==> src/rtl/gray_sequencer_if.sv <==
// Purpose: bundles the control and status signals of the Gray-code sequencer.
// Latency: none. This file only groups wires.
// Backpressure: none. The bus has no handshake; control levels are sampled every core cycle.
//
// Signals:
//   start    - request to begin a pass (sampled only in IDLE)
//   dir      - 0 = count up, 1 = count down (captured with start)
//   cont     - 1 = repeat passes until halted (captured with start)
//   halt     - abort the current pass
//   gray_out - current Gray code (registered)
//   bin_out  - binary index of the current code (registered)
//   step     - one-cycle pulse in the first cycle a new code is shown
//   busy     - high while a pass is running
//   done     - one-cycle pulse, coincident with step, when a pass completes
// The master modport drives the controls; the slave modport is the sequencer.
interface gray_sequencer_if #(
    parameter int WIDTH = 3
);
    logic             start;
    logic             dir;
    logic             cont;
    logic             halt;
    logic [WIDTH-1:0] gray_out;
    logic [WIDTH-1:0] bin_out;
    logic             step;
    logic             busy;
    logic             done;

    modport master (
        output start, dir, cont, halt,
        input  gray_out, bin_out, step, busy, done
    );

    modport slave (
        input  start, dir, cont, halt,
        output gray_out, bin_out, step, busy, done
    );
endinterface

==> src/rtl/gray_sequencer.sv <==
// Purpose: steps a WIDTH-bit Gray code through all 2^WIDTH values, holding each for DWELL cycles.
// Latency: RUN is entered one edge after start. The first code change comes DWELL cycles later, and a pass takes 2^WIDTH*DWELL cycles.
// Backpressure: none. Start is ignored while running; halt aborts at the next edge.
//
// Ports:
//   clk - clock; all state changes on the rising edge
//   rst - asynchronous, active-high reset
//   bus - gray_sequencer_if slave: start/dir/cont/halt in; gray_out/bin_out/step/busy/done out
module gray_sequencer #(
    parameter int WIDTH = 3,
    parameter int DWELL = 50
) (
    input  logic             clk,
    input  logic             rst,
    gray_sequencer_if.slave  bus
);
    localparam int CW = (DWELL > 1) ? $clog2(DWELL) : 1;
    localparam logic [CW-1:0] LAST = CW'(DWELL - 1);

    typedef enum logic {IDLE = 1'b0, RUN = 1'b1} state_t;

    state_t           state_q, state_d;
    logic [CW-1:0]    dwell_q;
    logic [WIDTH-1:0] bin_q;
    logic [WIDTH-1:0] gray_q;
    logic             dir_q;
    logic             cont_q;
    logic             step_q;
    logic             done_q;

    logic             busy;
    logic             advance;
    logic             pass_end;
    logic [WIDTH-1:0] bin_nxt;

    // State register
    always_ff @(posedge clk or posedge rst) begin
        if (rst) begin
            state_q <= IDLE;
        end else begin
            state_q <= state_d;
        end
    end

    // Next-state logic. halt beats a pass completion in the same cycle.
    always_comb begin
        state_d = state_q;
        case (state_q)
            IDLE: begin
                // halt is meaningless in IDLE, so start always wins here.
                if (bus.start) begin
                    state_d = RUN;
                end
            end
            RUN: begin
                if (bus.halt) begin
                    state_d = IDLE;
                end else if (pass_end && !cont_q) begin
                    state_d = IDLE;
                end
            end
            default: state_d = IDLE;
        endcase
    end

    // FSM outputs and advance decode
    always_comb begin
        busy     = (state_q == RUN);
        advance  = busy && !bus.halt && (dwell_q == LAST);
        bin_nxt  = dir_q ? (bin_q - 1'b1) : (bin_q + 1'b1);
        // The code returning to 0 marks the 2^WIDTH-th advance of the pass.
        pass_end = advance && (bin_nxt == '0);
    end

    // Datapath: dwell counter, code registers, latched mode and pulses
    always_ff @(posedge clk or posedge rst) begin
        if (rst) begin
            dwell_q <= '0;
            bin_q   <= '0;
            gray_q  <= '0;
            dir_q   <= 1'b0;
            cont_q  <= 1'b0;
            step_q  <= 1'b0;
            done_q  <= 1'b0;
        end else begin
            step_q <= 1'b0;
            done_q <= 1'b0;
            if (state_q == IDLE) begin
                dwell_q <= '0;
                bin_q   <= '0;
                gray_q  <= '0;
                if (bus.start) begin
                    dir_q  <= bus.dir;
                    cont_q <= bus.cont;
                end
            end else if (bus.halt) begin
                dwell_q <= '0;
                bin_q   <= '0;
                gray_q  <= '0;
            end else if (advance) begin
                dwell_q <= '0;
                bin_q   <= bin_nxt;
                gray_q  <= bin_nxt ^ (bin_nxt >> 1);
                step_q  <= 1'b1;
                done_q  <= pass_end;
            end else begin
                dwell_q <= dwell_q + CW'(1);
            end
        end
    end

    assign bus.gray_out = gray_q;
    assign bus.bin_out  = bin_q;
    assign bus.step     = step_q;
    assign bus.busy     = busy;
    assign bus.done     = done_q;
endmodule

==> src/flat_wrapper.sv <==
// flat-port wrapper written by rule: the top's interface ports become plain ports
module gray_sequencer_flat 
#(
    parameter int WIDTH = 3,
    parameter int DWELL = 50
)
  (clk, rst, bus_start, bus_dir, bus_cont, bus_halt, bus_gray_out, bus_bin_out, bus_step, bus_busy, bus_done);
  gray_sequencer_if #(.WIDTH(WIDTH)) bus_i ();
  input  logic clk;
  input  logic rst;
  input wire logic [$bits(bus_i.start)-1:0] bus_start;
  input wire logic [$bits(bus_i.dir)-1:0] bus_dir;
  input wire logic [$bits(bus_i.cont)-1:0] bus_cont;
  input wire logic [$bits(bus_i.halt)-1:0] bus_halt;
  output wire logic [$bits(bus_i.gray_out)-1:0] bus_gray_out;
  output wire logic [$bits(bus_i.bin_out)-1:0] bus_bin_out;
  output wire logic [$bits(bus_i.step)-1:0] bus_step;
  output wire logic [$bits(bus_i.busy)-1:0] bus_busy;
  output wire logic [$bits(bus_i.done)-1:0] bus_done;
  assign bus_i.start = bus_start;
  assign bus_i.dir = bus_dir;
  assign bus_i.cont = bus_cont;
  assign bus_i.halt = bus_halt;
  assign bus_gray_out = bus_i.gray_out;
  assign bus_bin_out = bus_i.bin_out;
  assign bus_step = bus_i.step;
  assign bus_busy = bus_i.busy;
  assign bus_done = bus_i.done;
  gray_sequencer #(.WIDTH(WIDTH), .DWELL(DWELL)) u_core (.clk(clk), .rst(rst), .bus(bus_i));
endmodule
==> config.mk <==
export PLATFORM = sky130hd
export DESIGN_NAME = gray_sequencer_flat
export DESIGN_NICKNAME = d
export VERILOG_FILES = /design/src/rtl/gray_sequencer_if.sv /design/src/rtl/gray_sequencer.sv /design/src/flat_wrapper.sv
export SDC_FILE = /design/constraint.sdc
export NUM_CORES = 1
export LEC_CHECK = 0
export CORE_AREA = 2 2 39 41
export DETAILED_ROUTE_END_ITERATION = 10
export DIE_AREA = 0 0 41 43
export DONT_BUFFER_PORTS = 1
export PLACE_DENSITY = 0.73
export SYNTH_ARGS = -nofsm -noshare
export SYNTH_HDL_FRONTEND = slang
export SYNTH_SLANG_ARGS = --single-unit
export TNS_END_PERCENT = 50
==> constraint.sdc <==
create_clock -name clk -period 4.25 [get_ports clk]
set_input_delay 0.425 -clock clk [delete_from_list [all_inputs] [get_ports clk]]
set_output_delay 0.425 -clock clk [all_outputs]
set_load 0.1 [all_outputs]
==> Word level (Yosys, flattened, before mapping) <==
Cells that the tools add are included.
{ "classes": {"n_reduce_logical": 8, "add_sub_neg": 3, "mux": 20, "n_bitwise": 2, "n_eq_ne": 2} }
{ "op_table": {"columns": ["operator", "count"], "rows": [
  ["2-to-1 mux 3 bit", 7],
  ["2-to-1 mux 6 bit", 3],
  ["2-to-1 mux 1 bit", 9],
  ["adder 6 x 1 -> 6 bit, second input constant", 1],
  ["equality test 6 bit, second input constant", 1],
  ["logical AND 1 bit", 4],
  ["adder 3 x 1 -> 3 bit, second input constant", 1],
  ["zero test 3 bit", 1],
  ["!= test 3 bit, second input constant", 1],
  ["subtractor 3 x 1 -> 3 bit, second input constant", 1],
  ["XOR 3 x 2 -> 3 bit", 1],
  ["zero test 1 bit", 2],
  ["case mux 1 bit (2 select lines)", 1],
  ["AND reduction 2 bit", 1],
  ["NOT 1 bit", 1]
]} }
{ "word_totals": {"elab_cells": 43, "output_inout_bits": 9, "input_bits": 6, "reg_bits": 17} }

==> Longest topological paths before layout <==
Gate-level depths: netlist of run 1.
{ "depth": {"depth_word": 8, "mapped_depth": 5, "mapped_depth_nobuf": 5} }

==> Least setup slack after synthesis of run 1 <==
No wires, ideal clock.
{ "synth_path": {"path_type": "flip-flop to flip-flop", "from": "register u_core.bin_q[0], in the netlist u_core.bus.bin_out[0]", "to": "register u_core.gray_q[2], in the netlist u_core.bus.gray_out[2]", "required_time_ns": 4.172, "arrival_time_ns": 2.190, "slack_ns": 1.983, "path_stages_with_launch": 5, "setup_time_ns": 0.078, "synth_period_minus_slack_ns": 2.267, "n_path_buf": 0, "path_cell_list": "dfrtp_1 -> fa_1 -> xnor3_1 -> or3_1 -> a21oi_2"} }
{ "synth_between": {"elab_chain_cells": 6} }
{ "synth_rtl": {"columns": ["item", "line", "source"], "rows": [
  ["from (decl)", "gray_sequencer.sv:24", "logic [WIDTH-1:0] bin_q;"],
  ["from (signal assigned)", "gray_sequencer.sv:102", "bin_q <= bin_nxt;"],
  ["adder 3 x 1 -> 3 bit / subtractor 3 x 1 -> 3 bit (equally long branches)", "gray_sequencer.sv:70", "bin_nxt = dir_q ? (bin_q - 1'b1) : (bin_q + 1'b1);"],
  ["2-to-1 mux 3 bit *", "gray_sequencer.sv:70", null],
  ["XOR 3 x 2 -> 3 bit *", "gray_sequencer.sv:103", "gray_q <= bin_nxt ^ (bin_nxt >> 1);"],
  ["2-to-1 mux 3 bit *", "gray_sequencer.sv:100", "end else if (advance) begin"],
  ["2-to-1 mux 3 bit *", "gray_sequencer.sv:96", "end else if (bus.halt) begin"],
  ["2-to-1 mux 3 bit *", "gray_sequencer.sv:88", "if (state_q == IDLE) begin"],
  ["to (signal assigned)", "gray_sequencer.sv:103", null],
  ["to (decl)", "gray_sequencer.sv:25", "logic [WIDTH-1:0] gray_q;"]
]} }
Every way passes the cells marked *; elsewhere a longest branch is shown, timed or not. The select of a mux whose other input is x is not followed.
A chain may end at the register's enable or synchronous reset.

==> Final worst setup path of run 1 <==
Same ends and word-level chain as after synthesis.

==> results of run 1 <==
layout by cell type (no fill, tap or decap), drive strengths merged:
cell type	netlist	layout
ha	4	4
nand2	1	1
nor2	8	8
a21oi	6	6
mux2	2	2
a211oi	1	1
dfrtp	16	16
clkbuf	1	4
nor3	1	1
nor2b	2	2
a41oi	1	1
nand2b	1	1
xnor2	2	2
inv	3	3
or3	3	3
xor2	3	3
nand3	4	4
nand4b	1	1
and3	1	1
xnor3	1	1
fa	1	1
o21ai	6	6
and4b	1	1
state kept, by name (all words and copies together), names as in the netlist:
| signal | cells |
|---|---|
| u_core.dwell_q | 6 |
| u_core.bus.gray_out | 3 |
| u_core.bus.bin_out | 2 |
| u_core.bus.busy | 1 |
| u_core.bus.done | 1 |
| u_core.bus.step | 1 |
| u_core.cont_q | 1 |
| u_core.dir_q | 1 |
power groups by stage:
stage	sequential [mW]	combinational, mW	clock [mW]
after detailed placement	0.180	0.0385	0
after global routing	0.178	0.0430	0.0952
after floorplan	0.178	0.0322	0
after global placement	0.179	0.0375	0
after CTS	0.177	0.0387	0.0857
final	0.177	0.0378	0.0853
area by class of cell:
type | instances | area share
well taps | 16 | 0.0240
inverters | 3 | 0.0135
clock buffers | 4 | 0.0314
multi-input cells | 50 | 0.451
flip-flops and latches | 16 | 0.481
synthesized netlist by cell type:
| cell | instances |
|---|---|
| xnor3_1 | 1 |
| buf_4 | 1 |
| nor2b_1 | 2 |
| and3_2 | 1 |
| xnor2_1 | 2 |
| fa_1 | 1 |
| a41oi_1 | 1 |
| inv_1 | 3 |
| nor3_1 | 1 |
| or3_1 | 3 |
| o21ai_0 | 5 |
| a21oi_1 | 5 |
| nand3_1 | 4 |
| clkbuf_1 | 1 |
| mux2_2 | 2 |
| a211oi_1 | 1 |
| nor2_1 | 8 |
| nand2_1 | 1 |
| o21ai_1 | 1 |
| a21oi_2 | 1 |
| dfrtp_1 | 16 |
| xor2_1 | 3 |
| nand2b_1 | 1 |
| ha_1 | 4 |
| and4b_1 | 1 |
| nand4b_4 | 1 |
kinds of logic after synthesis:
kind of cell               Yosys count  synth area share
AOI/OAI and AO/OA                   14             0.100
xor gates and xnor gates             6            0.0830
adders and majority gates            5            0.0876
buffers and inverters                5            0.0282
DFF                                 16             0.501
muxes                                2            0.0282
and+or+nand+nor                     23             0.172
per-layer routing:
metal | up-vias | routed length (µm)
met1 | 249 | 591
li1 | 248 | -
met5 | - | 0
met4 | 0 | 42
met3 | 5 | 90
met2 | 15 | 713
worst max path at each step:
stage                     startpoint                     end  slack [ns]  cells past startpoint
2_1_floorplan  u_core.bus.bin_out[0]  u_core.bus.gray_out[2]        1.98                      4
3_3_place_gp   u_core.bus.bin_out[0]  u_core.bus.gray_out[2]        1.94                      4
3_5_place_dp   u_core.bus.bin_out[0]  u_core.bus.gray_out[2]        1.89                      4
4_1_cts        u_core.bus.bin_out[0]  u_core.bus.gray_out[2]        1.88                      4
5_1_grt        u_core.bus.bin_out[0]  u_core.bus.gray_out[1]        1.79                      4
6_report       u_core.bus.bin_out[0]  u_core.bus.gray_out[2]        1.89                      4
==> results.md, run 1 <==
* Total clock buffers created by CTS at 3
* Worst path arrival time at 2.58 ns
* Comb power frac at 0.126
* Grt met2 use at 0.300
* Remaining Overflow, GRT at 0
* Pre-CTS setup slack at 1.89 ns
* Register-to-Register Path Depth at 4
* Peak Freq at 0.423 GHz
* Sequential fraction of design power at 0.589
* Final setup viols at 0
* Hpwl dp at 1080 µm
* Port Buffers at 0
* I/O pins at 15
* Full die area at 0.00176 mm²
* Skew final at 0.00621 ns
* Worst Path Max Fanout at 6
* Vias per std cell at 5.81
* Yosys warns at 0
* Max Slew Vio Count at 0
* Power, Total at approximately 300 µW
* Leakage at 0.401 nW
* CP max stage cell: dfrtp_1
* Residual DRC at 0
* Required time of the critical path at 4.47 ns
* Filler cells at 126
* Largest net degree at the start of global routing at 17
* Hold crit path type: in -> async
* Clock latency on the worst-skew pair at about 0.29 ns
* RSZ-0062 raised after global routing: false
* Clock buffer depth at 2
* Endpoints failing hold at 0
* Post-CTS Resized at 0
* H-tree depth at 1
* Total track usage at 0.206
* Post-route setup TNS at 0 ns
* Clock slew at reported path FFs at approximately 0.090 ns
* Sw frac at 0.287
* Grt peak-use layer: met2
* CP bufs+invs at 0
* CTS tree: built
* Dpl cells at 85
* Multi-input logic area at about 380 µm²
* Initial DRC count at 1
* Clock Sinks at 16
* FF/Latch Area at roughly 400 µm²
* Routability Congestion at roughly 0.75
* Cts hold-fix bufs at 0
* Cell Area, Placed at 810 µm²
* WS Path Type: reg -> reg
* Distinct cells, synth at 26
* Crit-path cells: fa_1 > xnor3_1 > or3_1 > a21oi_2
* Syn_area_per_cell at 11.3 µm²
* Area Growth Syn to Fin at 4.54%
* Final setup margin at 1.89 ns
* Sw power at around 86 µW
* CP max stage delay at 0.80 ns
* Post-route ant nets at 0
* Pre-antenna DRT Iters at 4
* DRT Wirelength at approximately 1400 µm
* Reg-to-reg slack, setup at ~1.9 ns
* Synth area leaders: dfrtp_1, ha_1, nor2_1
* Met3 GRT Util at 0.0576
* Synthesized instance count at 71
* Kind of cell adding the most delay to the critical path: flip-flops
* Yosys top cell area share at 0.501
* Peak supply drop at 0.207 mV
* Count of max-cap constraint violations at 0
* Worst hold slack at 0.0784 ns
* Cell area after synthesis at 800 µm²
* Clock root buffer: clkbuf_4
* Run status: finished, final reports clean
* Non-Filler Instances at 89
* M1 GR Usage at 0.261
* Vias in the first global route at 504
* Die X at 41 µm
* Fin nets at 85
* Final min period at 2.36 ns
* Synthesis-stage register bit count at 16
* RR Startpoint: u_core.bus.bin_out[0]
* Synth area leader: dfrtp_1
* CP Capture Type: register
* R2r endpoint: u_core.bus.gray_out[2]
* Max-slew headroom at 0.299
* Utilization after layout at 0.604
* Worst Tran Pin Value at 1.05 ns
* Std cell rows at 14
* Post-Syn Nets at 82
* Initial antenna violation count at 0
* Setup repair bufs after CTS at 0
* Layout cells sized above 1 at 0.123
* Fin area at 836 µm²
* PwrDens at 359 mW/mm²
* Initial Util at 0.578
* Die span in y at around 43 µm
* Diode count at 0
* P_int at roughly 210 µW
* DR vias at 517
* Avg WL per Cell at between 15 and 20 µm
* Sequential share of the synthesized area at 0.501
* Clk network pwr share at 0.284
* Final Cycle Share at 0.556
* First-pass GRT wire length at 2360 µm
* CORE AREA at 0.00138 mm²
* Worst Setup Start Kind: register
Power figures use the tool's default switching activity.
==> inputs of run 2 (changes only) <==
- ABC_AREA: unset -> 1
- CORE_AREA: 2 2 39 41 -> unset
- CORE_MARGIN: unset -> 1
- CORE_UTILIZATION: unset -> 59
- DIE_AREA: 0 0 41 43 -> unset
- PLACE_DENSITY: 0.73 -> 0.72
- clock period: 4.25 -> 2.2 ns (I/O delays scaled with it)
==> run 2 against run 1 <==
Compared with the run above:
- synthesized cell count up 24%
- count of clock-buffer cells in the layout unchanged
- cell count up 27%
- cell area up 8.8%
- via count up 9.5%
- first-iteration DRC count rose to 10 times the previous value
- highest routed layer unchanged
==> results.md, run 2 <==
* Yosys warns at 0 (unchanged)
* Run status: finished, final reports clean (unchanged)
* RSZ-0062 raised after global routing: false (unchanged)
* Sw power at 164 µW (was 85.9 µW)
* Synthesized instance count at 88 (was 71)
* Peak Freq at 0.665 GHz (was 0.423 GHz)
* Register-to-Register Path Depth at 9 (was 4)
* Final setup viols at 0 (unchanged)
* Clock slew at reported path FFs at 0.09 ns (about the same)
* Dpl cells at 108 (was 85)
* Synthesis-stage register bit count at 16 (unchanged)
* Remaining Overflow, GRT at 0 (unchanged)
* Fin area at 910 µm² (was 836 µm²)
* Hold EP: u_core.dir_q
* Initial DRC count at 10 (was 1)
* Pre-antenna DRT Iters at 4 (unchanged)
* Layout cells sized above 1 at 0.224 (was 0.123)
* Total track usage at 0.229 (was 0.206)
* Die span in y at 39.2 µm (was 43 µm)
* R2r endpoint: u_core.bus.busy (was u_core.bus.gray_out[2])
* Port Buffers at 0 (unchanged)
* Setup repair bufs after CTS at 0 (unchanged)
* PwrDens at 624 mW/mm² (was 359 mW/mm²)
* Reg-to-reg slack, setup at 0.70 ns (was 1.89 ns)
* Post-route ant nets at 0 (unchanged)
* Residual DRC at 0 (unchanged)
* Diode count at 0 (unchanged)
* FFs w/ async S/R, synth at 1.00 (unchanged)
* Post-Syn Nets at 99 (was 82)
* WS Path Type: reg -> reg (unchanged)
* WHS Path Cells at 2
* Largest reg by FF count: u_core.dwell_q (unchanged)
* P_int at 404 µW (was 214 µW)
* Hold crit path type: in -> reg (was in -> async)
* Most frequent cells in the layout: dfrtp_1, inv_1, nand2_1 (was dfrtp_1, nor2_1, o21ai_0, a21oi_1)
* Required time of the critical path at 2.38 ns (was 4.47 ns)
* Endpoints failing hold at 0 (unchanged)
* Final Cycle Share at 0.683 (was 0.556)
* Cell Area, Placed at 873 µm² (was 810 µm²)
* Synth area leader: dfrtp_1 (unchanged)
* Clock root buffer: clkbuf_4 (unchanged)
* I/O pins at 15 (unchanged)
* CORE AREA at 0.00130 mm² (was 0.00138 mm²)
* Most frequent cell after synthesis: dfrtp_1 (unchanged)
* Kind of cell adding the most delay to the critical path: simple AND/OR/NAND/NOR gates (was flip-flops)
* CP max stage cell: fa_1 (was dfrtp_1)
* Synth area leaders: dfrtp_1, ha_1, inv_1 (was dfrtp_1, ha_1, nor2_1)
* Syn_area_per_cell at 9.27 µm² (was 11.3 µm²)
* Die X at 39.2 µm (was 41 µm)
* Worst Path Max Fanout at 3 (was 6)
* Count of max-cap constraint violations at 0 (unchanged)
* Cell area after synthesis at 816 µm² (was 800 µm²)
* Sw frac at 0.288 (was 0.287)
* Post-synth top cells: dfrtp_1, inv_1, nand2_1 (was dfrtp_1, nor2_1, a21oi_1, o21ai_0)
* Max reg flops at 6 (unchanged)
* Hpwl dp at 1120 µm (was 1080 µm)
* Vias in the first global route at 527 (was 504)
* Initial antenna violation count at 0 (unchanged)
* Clock buffer depth at 2 (unchanged)
* Min-delay src: bus_dir
* Commonest non-fill, non-tap cell in the layout: dfrtp_1 (unchanged)
* Sequential fraction of design power at 0.562 (was 0.589)
* RR Startpoint: u_core.bus.bin_out[0] (unchanged)
* Avg WL per Cell at 12.4 µm (was 16.2 µm)
* Clk network pwr share at 0.269 (was 0.284)
* Fin nets at 110 (was 85)
* Worst Tran Pin Value at 0.865 ns (was 1.05 ns)
* Clock Sinks at 16 (unchanged)
* Peak supply drop at 0.500 mV (was 0.207 mV)
* Clock latency on the worst-skew pair at 0.28 ns (was 0.29 ns)
* Max Slew Vio Count at 0 (unchanged)
* Non-Filler Instances at 113 (was 89)
* Filler cells at 114 (was 126)
* Most repeated library cell on the critical path: nand2_1
* Skew final at 0.00813 ns (was 0.00621 ns)
* DR vias at 566 (was 517)
* Leakage at 0.476 nW (was 0.401 nW)
* Largest net degree at the start of global routing at 17 (unchanged)
* Routability Congestion at 0.735 (was 0.750)
* Post-route setup TNS at 0 ns (unchanged)
* Initial Util at 0.627 (was 0.578)
* Yosys top cell area share at 0.491 (was 0.501)
* Sequential share of the synthesized area at 0.491 (was 0.501)
* FF/Latch Area at 402 µm² (unchanged)
* Top FF cell, synth: dfrtp_1 (unchanged)
* Full die area at 0.00154 mm² (was 0.00176 mm²)
* H-tree depth at 1 (unchanged)
* EDFF count, synth at 0 (unchanged)
* Comb power frac at 0.169 (was 0.126)
* Distinct cells, synth at 22 (was 26)
* Area Growth Syn to Fin at 11.5% (was 4.54%)
* CP bufs+invs at 1 (was 0)
* Multi-input logic area at 342 µm² (was 377 µm²)
* Worst Setup Start Kind: register (unchanged)
* CTS tree: built (unchanged)
* Max-slew headroom at 0.424 (was 0.299)
* CP max stage delay at 0.44 ns (was 0.80 ns)
* Final min period at 1.50 ns (was 2.36 ns)
* Vias per std cell at 5.01 (was 5.81)
* Crit-path cells: fa_1 > inv_1 > nand2_1 > nand2_1 > nand2_1 > nand2_1 > nand3_2 > nor2_1 > nor2_1 (was fa_1 > xnor3_1 > or3_1 > a21oi_2)
* CP Capture Type: register (unchanged)
* Total clock buffers created by CTS at 3 (unchanged)
* First-pass GRT wire length at 2230 µm (was 2360 µm)
* Worst path arrival time at 1.68 ns (was 2.58 ns)
* Std cell rows at 13 (was 14)
* DRT Wirelength at 1400 µm (was 1440 µm)
[run 2: changes by cell type after synthesis, sizes merged, moves of 3 or more]
| cell | change |
|---|---|
| or3 | -3 |
| nor2 | +5 |
| nand2 | +15 |
| a21oi | -3 |
| inv | +14 |
[run 2: how the worst max path moves through the flow]
stage	from	to	cells past startpoint	slack, ns
5_1_grt	u_core.bus.bin_out[0]	u_core.bus.busy	9	0.55
4_1_cts	u_core.bus.bin_out[0]	u_core.bus.busy	9	0.69
3_3_place_gp	u_core.bus.bin_out[0]	u_core.bus.busy	9	0.75
2_1_floorplan	u_core.bus.bin_out[0]	u_core.bus.busy	9	0.18
3_5_place_dp	u_core.bus.bin_out[0]	u_core.bus.busy	9	0.69
6_report	u_core.bus.bin_out[0]	u_core.bus.busy	9	0.70
[run 2: final cells by class]
type	instances	share of cell area
clock buffers	4	0.0289
repair buffers	7	0.0605
multi-input cells	54	0.376
flip-flops and latches	16	0.442
well taps	15	0.0206
inverters	17	0.0729
[run 2: layer usage]
metal,up-vias,part of all wire,track usage
li1,293,-,-
met1,265,0.44,0.266
met2,6,0.51,0.392
met3,2,0.034,0.0578
met4,0,0.011,0.103
met5,-,0,0
[run 2: logic make-up (layout without fill, tap and decap cells)]
| logic type | after synthesis | in the layout | share of synthesized area |
|---|---|---|---|
| buffers and inverters | 18 | 28 | 0.0905 |
| adder cells (fa/ha/maj) | 5 | 5 | 0.0859 |
| AND/OR/NAND/NOR | 37 | 37 | 0.248 |
| XOR/XNOR | 2 | 2 | 0.0215 |
| flip-flops | 16 | 16 | 0.491 |
| AO/OA/AOI/OAI | 10 | 10 | 0.0629 |
[run 2: through the flow]
stage | hold WS (ns) | util | power [mW] | setup WS [ns]
6_report | 0.0657 | 0.699 | 0.567 | 0.697
5_1_grt | 0.0707 | 0.699 | 0.603 | 0.552
4_1_cts | 0.0586 | 0.699 | 0.577 | 0.686
3_5_place_dp | 0.208 | 0.671 | 0.420 | 0.688
3_3_place_gp | 0.202 | 0.671 | 0.416 | 0.752
2_1_floorplan | 0.134 | - | 0.399 | 0.180
[run 2: repair_timing]
item | CTS | global route
setup endpoints to repair | 0 | 0
hold buffers | 1 | 0
hold endpoints to repair | 16 | 0
gates resized for setup | 0 | 0
[run 2: power groups by stage]
stage | logic [mW] | clock network (mW) | registers [mW]
global placement | 0.0916 | 0 | 0.324
finish | 0.0956 | 0.153 | 0.319
global route | 0.109 | 0.175 | 0.320
floorplan | 0.0574 | 0 | 0.342
CTS | 0.0967 | 0.161 | 0.319
detailed placement | 0.0952 | 0 | 0.325
